`config.mk`:
```
export PLATFORM = sky130hd
export DESIGN_NAME = perceptron_mac_sequencer
export DESIGN_NICKNAME = d
export VERILOG_FILES = /design/src/rtl/perceptron_mac_sequencer.sv
export SDC_FILE = /design/constraint.sdc
export NUM_CORES = 1
export LEC_CHECK = 0
export ABC_AREA = 0
export CAP_MARGIN = 25
export CORE_MARGIN = 3
export CORE_UTILIZATION = 54
export DETAILED_ROUTE_END_ITERATION = 6
export PLACE_DENSITY = 0.94
export REMOVE_ABC_BUFFERS = 1
export SYNTH_ARGS = -nofsm -noshare
export SYNTH_HDL_FRONTEND = slang
export SYNTH_SLANG_ARGS = --single-unit
```
`constraint.sdc`:
```
create_clock -name clk_i -period 7.3 [get_ports clk_i]
set_input_delay 1.46 -clock clk_i [delete_from_list [all_inputs] [get_ports clk_i]]
set_output_delay 1.46 -clock clk_i [all_outputs]
set_load 0.005 [all_outputs]
```
`src/rtl/perceptron_mac_sequencer.sv`:
```
// perceptron_mac_sequencer: fetches weight/input pairs, streams them through the
// shared sign-magnitude multiplier and accumulates a saturating dot product plus bias.
module perceptron_mac_sequencer #(
    parameter int SIGN        = 1,
    parameter int Q_M         = 16,
    parameter int Q_N         = 16,
    parameter int MAX_INPUTS  = 16,
    parameter int MUL_LATENCY = 1,
    parameter int W           = SIGN + Q_M + Q_N,
    parameter int AW          = $clog2(MAX_INPUTS)
) (
    input  logic          clk_i,
    input  logic          reset_ni,
    input  logic          start_in,
    input  logic [AW:0]   n_inputs_in,
    input  logic [W-1:0]  bias_in,
    output logic          busy_out,
    output logic          mem_rd_out,
    output logic [AW-1:0] mem_addr_out,
    input  logic [W-1:0]  w_data_in,
    input  logic [W-1:0]  x_data_in,
    output logic [W-1:0]  mul_a_out,
    output logic [W-1:0]  mul_b_out,
    input  logic [W-1:0]  mul_y_in,
    output logic          valid_out,
    input  logic          ready_in,
    output logic [W-1:0]  y_out,
    output logic          sat_out
);
    localparam int M = W - 1;
    localparam logic [AW:0] N_MAX = (AW + 1)'(MAX_INPUTS);
    localparam logic [MUL_LATENCY:0] LAST_ONLY = (MUL_LATENCY + 1)'(1) << MUL_LATENCY;

    typedef enum logic [1:0] {IDLE, FETCH, DRAIN, DONE} state_t;

    state_t                 state_q, state_d;
    logic [AW:0]            n_q, n_d;
    logic [AW-1:0]          addr_q, addr_d;
    logic [W-1:0]           acc_q, acc_d;
    logic                   sat_q, sat_d;
    logic [MUL_LATENCY:0]   vld_q, vld_d;

    logic [AW:0]            n_clamp;
    logic                   last_addr;
    logic [M:0]             sum;
    logic                   same_sign, acc_ge;
    logic [M-1:0]           mag;
    logic                   sgn, ovf;

    assign n_clamp   = (n_inputs_in > N_MAX) ? N_MAX : n_inputs_in;
    assign last_addr = ({1'b0, addr_q} + 1'b1) == n_q;

    // Sign-magnitude accumulate of the tagged product onto the accumulator
    always_comb begin
        sum       = {1'b0, acc_q[M-1:0]} + {1'b0, mul_y_in[M-1:0]};
        same_sign = acc_q[M] == mul_y_in[M];
        acc_ge    = acc_q[M-1:0] >= mul_y_in[M-1:0];
        mag       = same_sign ? (sum[M] ? '1 : sum[M-1:0])
                  : acc_ge    ? acc_q[M-1:0] - mul_y_in[M-1:0]
                  :             mul_y_in[M-1:0] - acc_q[M-1:0];
        sgn       = (mag != '0) && ((same_sign || acc_ge) ? acc_q[M] : mul_y_in[M]);
        ovf       = same_sign && sum[M];
    end

    // Next-state, address sequencing and accumulator update
    always_comb begin
        state_d = state_q;
        n_d     = n_q;
        addr_d  = addr_q;
        acc_d   = acc_q;
        sat_d   = sat_q;
        vld_d   = {vld_q[MUL_LATENCY-1:0], state_q == FETCH};
        if (vld_q[MUL_LATENCY]) begin
            acc_d = {sgn, mag};
            sat_d = sat_q | ovf;
        end
        case (state_q)
            IDLE: if (start_in) begin
                acc_d   = bias_in;
                n_d     = n_clamp;
                sat_d   = 1'b0;
                addr_d  = '0;
                state_d = (n_clamp == '0) ? DONE : FETCH;
            end
            FETCH: begin
                addr_d  = last_addr ? '0 : addr_q + 1'b1;
                state_d = last_addr ? DRAIN : FETCH;
            end
            DRAIN:   state_d = (vld_q == LAST_ONLY) ? DONE : DRAIN;
            DONE:    state_d = ready_in ? IDLE : DONE;
            default: state_d = IDLE;
        endcase
    end

    // State and datapath registers, cleared asynchronously
    always_ff @(posedge clk_i or negedge reset_ni) begin
        if (!reset_ni) begin
            state_q <= IDLE;
            n_q     <= '0;
            addr_q  <= '0;
            acc_q   <= '0;
            sat_q   <= 1'b0;
            vld_q   <= '0;
        end else begin
            state_q <= state_d;
            n_q     <= n_d;
            addr_q  <= addr_d;
            acc_q   <= acc_d;
            sat_q   <= sat_d;
            vld_q   <= vld_d;
        end
    end

    assign busy_out     = (state_q == FETCH) || (state_q == DRAIN);
    assign mem_rd_out   = state_q == FETCH;
    assign mem_addr_out = addr_q;
    assign mul_a_out    = vld_q[0] ? w_data_in : '0;
    assign mul_b_out    = vld_q[0] ? x_data_in : '0;
    assign valid_out    = state_q == DONE;
    assign y_out        = acc_q;
    assign sat_out      = sat_q;
endmodule

```
==> results by group <==
Outcome
  – Outcome: finished clean

Routing
  – DRC violations left: 0
  – First-pass DRT Iterations: 6
  – Initial DRC Count: 1279
  – Total Routed Length: 35.3 mm
  – Vias/cell: 6.29
  – WL/cell: 21.7 um
  – Post-route ant nets: 0
  – Vias: 10200

Die
  – Row cnt: 45
  – Core Area: 15500 um2
  – Boundary Pins: 248
  – Die Y: 133 um
  – Initial core utilization: 0.563
  – Die area: 17700 um2
  – Die width: 133 um

Setup path
  – Crit path from: mul_y_in[15]
  – CP endpoint kind: register
  – R2R setup slack: 2490 ps
  – Worst reg2reg startpoint: y_out[14]$_DFF_PN0_
  – Worst setup SP type: input port
  – Worst setup path category: in2reg
  – Slowest cell on crit path: o21ai_0
  – WP depth: 14
  – Arrival @ worst endpoint: 6270 ps
  – R2R Path End: y_out[32]$_DFF_PN0_
  – Delay-heaviest family, CP: compound AO/OA/AOI/OAI gates
  – Worst Path Required: 7510 ps
  – Max FO, Critical Path: 15
  – Crit path cell chain: clkdlybuf4s50_1 > inv_1 > ha_1 > nand2_1 > o21ai_0 > o21ai_1 > o21a_1 > mux2_2 > a21oi_1 > nor4_1 > or3_1 > a32oi_1 > nand4b_1 > o21a_1
  – Critical path's largest stage delay: 820 ps
  – Reg2reg path depth: 12
  – CP dominant cell by count: o21a_1
  – Critical path buffer and inverter count: 2

STA
  – Final setup fails: 0
  – Worst setup margin: 1230 ps
  – Final min period: 6070 ps
  – Max Clk Rate: 165 MHz
  – Sum of negative setup slack: 0 ps
  – Period utilization: 0.831
  – RSZ-0062 raised after global routing: false
  – Worst clock skew: 9.71 ps
  – Pins Over Slew Limit: 0
  – Rel. slew slack: 0.319
  – Hold Violations, Final: 0
  – Tightest Pin Transition: 1010 ps

Run
  – Maximum Capacitance Violations: 0

Clock tree
  – Htree depth: 2
  – Hold_buf cts: 0
  – CTS Buf Count: 5
  – Clock sink total: 47
  – Root buf cell: clkbuf_16
  – PostCTS Resize Cnt: 0
  – Worst-path clk slew: 80 ps
  – Clock Latency Late Sink: 310 ps
  – Post-CTS setup repair buffer count: 0
  – CTS tree: yes
  – Clk buf depth: 2

Logic synthesis
  – Synthesis warning total: 0
  – Seq/Total Area, Yosys: 0.135
  – Cells after Synth: 1212
  – Most used DFF post-synth: dfrtp_1
  – FF+latch count, synth: 47
  – Netlist Area Pre-Place: 8710 um2
  – Mean Syn Cell Area: 7.19 um2
  – Count of cell types in the netlist: 90
  – Post-synth ARST share: 1.00
  – Post-synth EDFFs: 0

Worst hold path
  – Worst Hold Class: reg2reg
  – Min-delay src: n_q[3]$_DFFE_PN0P_
  – Hold Path End: n_q[3]$_DFFE_PN0P_
  – Hold depth: 2

Global routing
  – Grt ovf: 0
  – Largest net degree at the start of global routing: 60
  – Initial antenna violation count: 5
  – First-pass GRT wire length: 53.7 mm
  – Vias in the first global route: 9824
  – GRT Overall Usage: 0.377

Placed design
  – RD Place Congestion: 1.03
  – Post-Place Worst Slack: 1080 ps
  – Placed Cells: 1619
  – HPWL after detailed placement: 28.0 mm
  – I/O Buffers: 247

Power and ir drop
  – Worst vdd ir: 0.306 mV
  – Pwr Density: 477 nW/um2
  – Leak Pwr: 4.98 nW

Cells and area
  – Register area: 1180 um2
  – Area grow syn2layout: 30.8%
  – Ratio of cells with drive above 1 in the final layout: 0.0466
  – Multi-input gate area: 6820 um2
  – Nets: 1664
  – Fillers: 1196
  – Non-Filler Instances: 1628
[where the power goes]
group | switching (mW) | total (mW) | internal, mW | leakage (nW)
clock | 0.135 | 0.265 | 0.131 | 0.0708
combinational | 2.71 | 4.58 | 1.88 | 4.35
sequential | 0.186 | 0.587 | 0.401 | 0.560
[synth_stat cells (11+ instances only)]
master | count | area share
o21ai_0 | 82 | 0.047
o211ai_1 | 19 | 0.016
nand2b_1 | 19 | 0.014
nor3_1 | 24 | 0.014
o31a_1 | 12 | 0.012
and2_1 | 74 | 0.053
dfrtp_1 | 47 | 0.14
a21o_1 | 31 | 0.027
nor2_1 | 96 | 0.041
or3_1 | 11 | 0.0079
o21a_1 | 12 | 0.010
ha_1 | 105 | 0.15
nor2b_1 | 11 | 0.0079
mux2i_1 | 32 | 0.037
buf_2 | 12 | 0.0069
o21bai_1 | 11 | 0.0095
nand4_1 | 12 | 0.0086
inv_1 | 109 | 0.047
a211oi_1 | 18 | 0.016
a31oi_1 | 14 | 0.010
or2_2 | 12 | 0.0086
nand3_1 | 15 | 0.0086
clkbuf_1 | 42 | 0.018
nand2_1 | 93 | 0.040
a21oi_1 | 123 | 0.071
xnor2_1 | 18 | 0.018
[metal layers]
metal  global-route usage  share of wire
met5                    0         0.0017
met4               0.0958          0.024
met3                0.110           0.11
met2                0.600           0.45
met1                0.502           0.41
[sequential cells by signal (all words and copies together), names as in the netlist]
| signal | count |
|---|---|
| mem_addr_out | 4 |
| n_q | 5 |
| y_out | 33 |
| vld_q | 2 |
| sat_out | 1 |
| state_q | 2 |
[worst max path at each step]
| stage | to | slack [ps] |
|---|---|---|
| 2_1_floorplan | y_out[27]$_DFF_PN0_ | 2240 |
| 3_3_place_gp | y_out[32]$_DFF_PN0_ | 1020 |
| 3_5_place_dp | y_out[32]$_DFF_PN0_ | 1080 |
| 4_1_cts | y_out[32]$_DFF_PN0_ | 1380 |
| 5_1_grt | y_out[32]$_DFF_PN0_ | 990 |
| 6_report | y_out[32]$_DFF_PN0_ | 1230 |
[metrics by stage]
step | hold WS, ps | instance area [um2] | util | power, mW
after floorplan | 468 | 8380 | - | 3.37
after global placement | 487 | 11200 | 0.726 | 4.92
after detailed placement | 491 | 11200 | 0.726 | 4.99
after CTS | 508 | 11400 | 0.736 | 5.27
after global routing | 553 | 11400 | 0.736 | 5.77
final | 509 | 11400 | 0.736 | 5.43
[logic make-up after synthesis]
kind of cell,synth area share
AO/OA/AOI/OAI,0.314
AND/OR/NAND/NOR,0.240
buffers and inverters,0.0846
adder cells (fa/ha/maj),0.158
flip-flops,0.135
multiplexers,0.0432
XOR/XNOR,0.0251
[worst min-delay path: cells and delay by family (launching register included)]
family	cells	cell delay, ps
flip-flops	1	360
AND/OR/NAND/NOR	1	50
AO/OA/AOI/OAI	1	60
[cell usage in the layout, fill, tap and decap left out, types with 6 or more instances in the layout]
cell type | Yosys | routed
a211o_1 | 6 | 6
o211ai_1 | 19 | 19
dfrtp_1 | 47 | 47
xnor2_1 | 18 | 17
nand3_1 | 15 | 15
a21oi_1 | 123 | 123
nand2_1 | 93 | 93
a221oi_1 | 7 | 7
nor2b_1 | 11 | 11
o21ai_0 | 82 | 82
nor3_1 | 24 | 24
nor2_1 | 96 | 95
a31oi_1 | 14 | 14
ha_1 | 105 | 105
mux2i_1 | 32 | 32
o21bai_1 | 11 | 11
o21a_1 | 12 | 12
xor2_1 | 7 | 6
o22ai_1 | 9 | 9
inv_1 | 109 | 109
or3_1 | 11 | 11
nand2b_1 | 19 | 19
or2_2 | 12 | 12
nor4_1 | 9 | 9
o31a_1 | 12 | 12
buf_4 | 3 | 14
a211oi_1 | 18 | 18
a21o_1 | 31 | 31
nand4_1 | 12 | 12
nand3b_1 | 6 | 6
and2_1 | 74 | 74
clkdlybuf4s50_1 | 0 | 246
[cell type report]
type,count,area share
inverters,109,0.0359
diodes,1,0.000220
clock buffers,5,0.0110
clock inverters,3,0.00220
flip-flops and latches,47,0.103
repair buffers,261,0.226
multi-input cells,991,0.599
well taps,211,0.0232
Note: power is estimated with default switching activity, not from simulation.
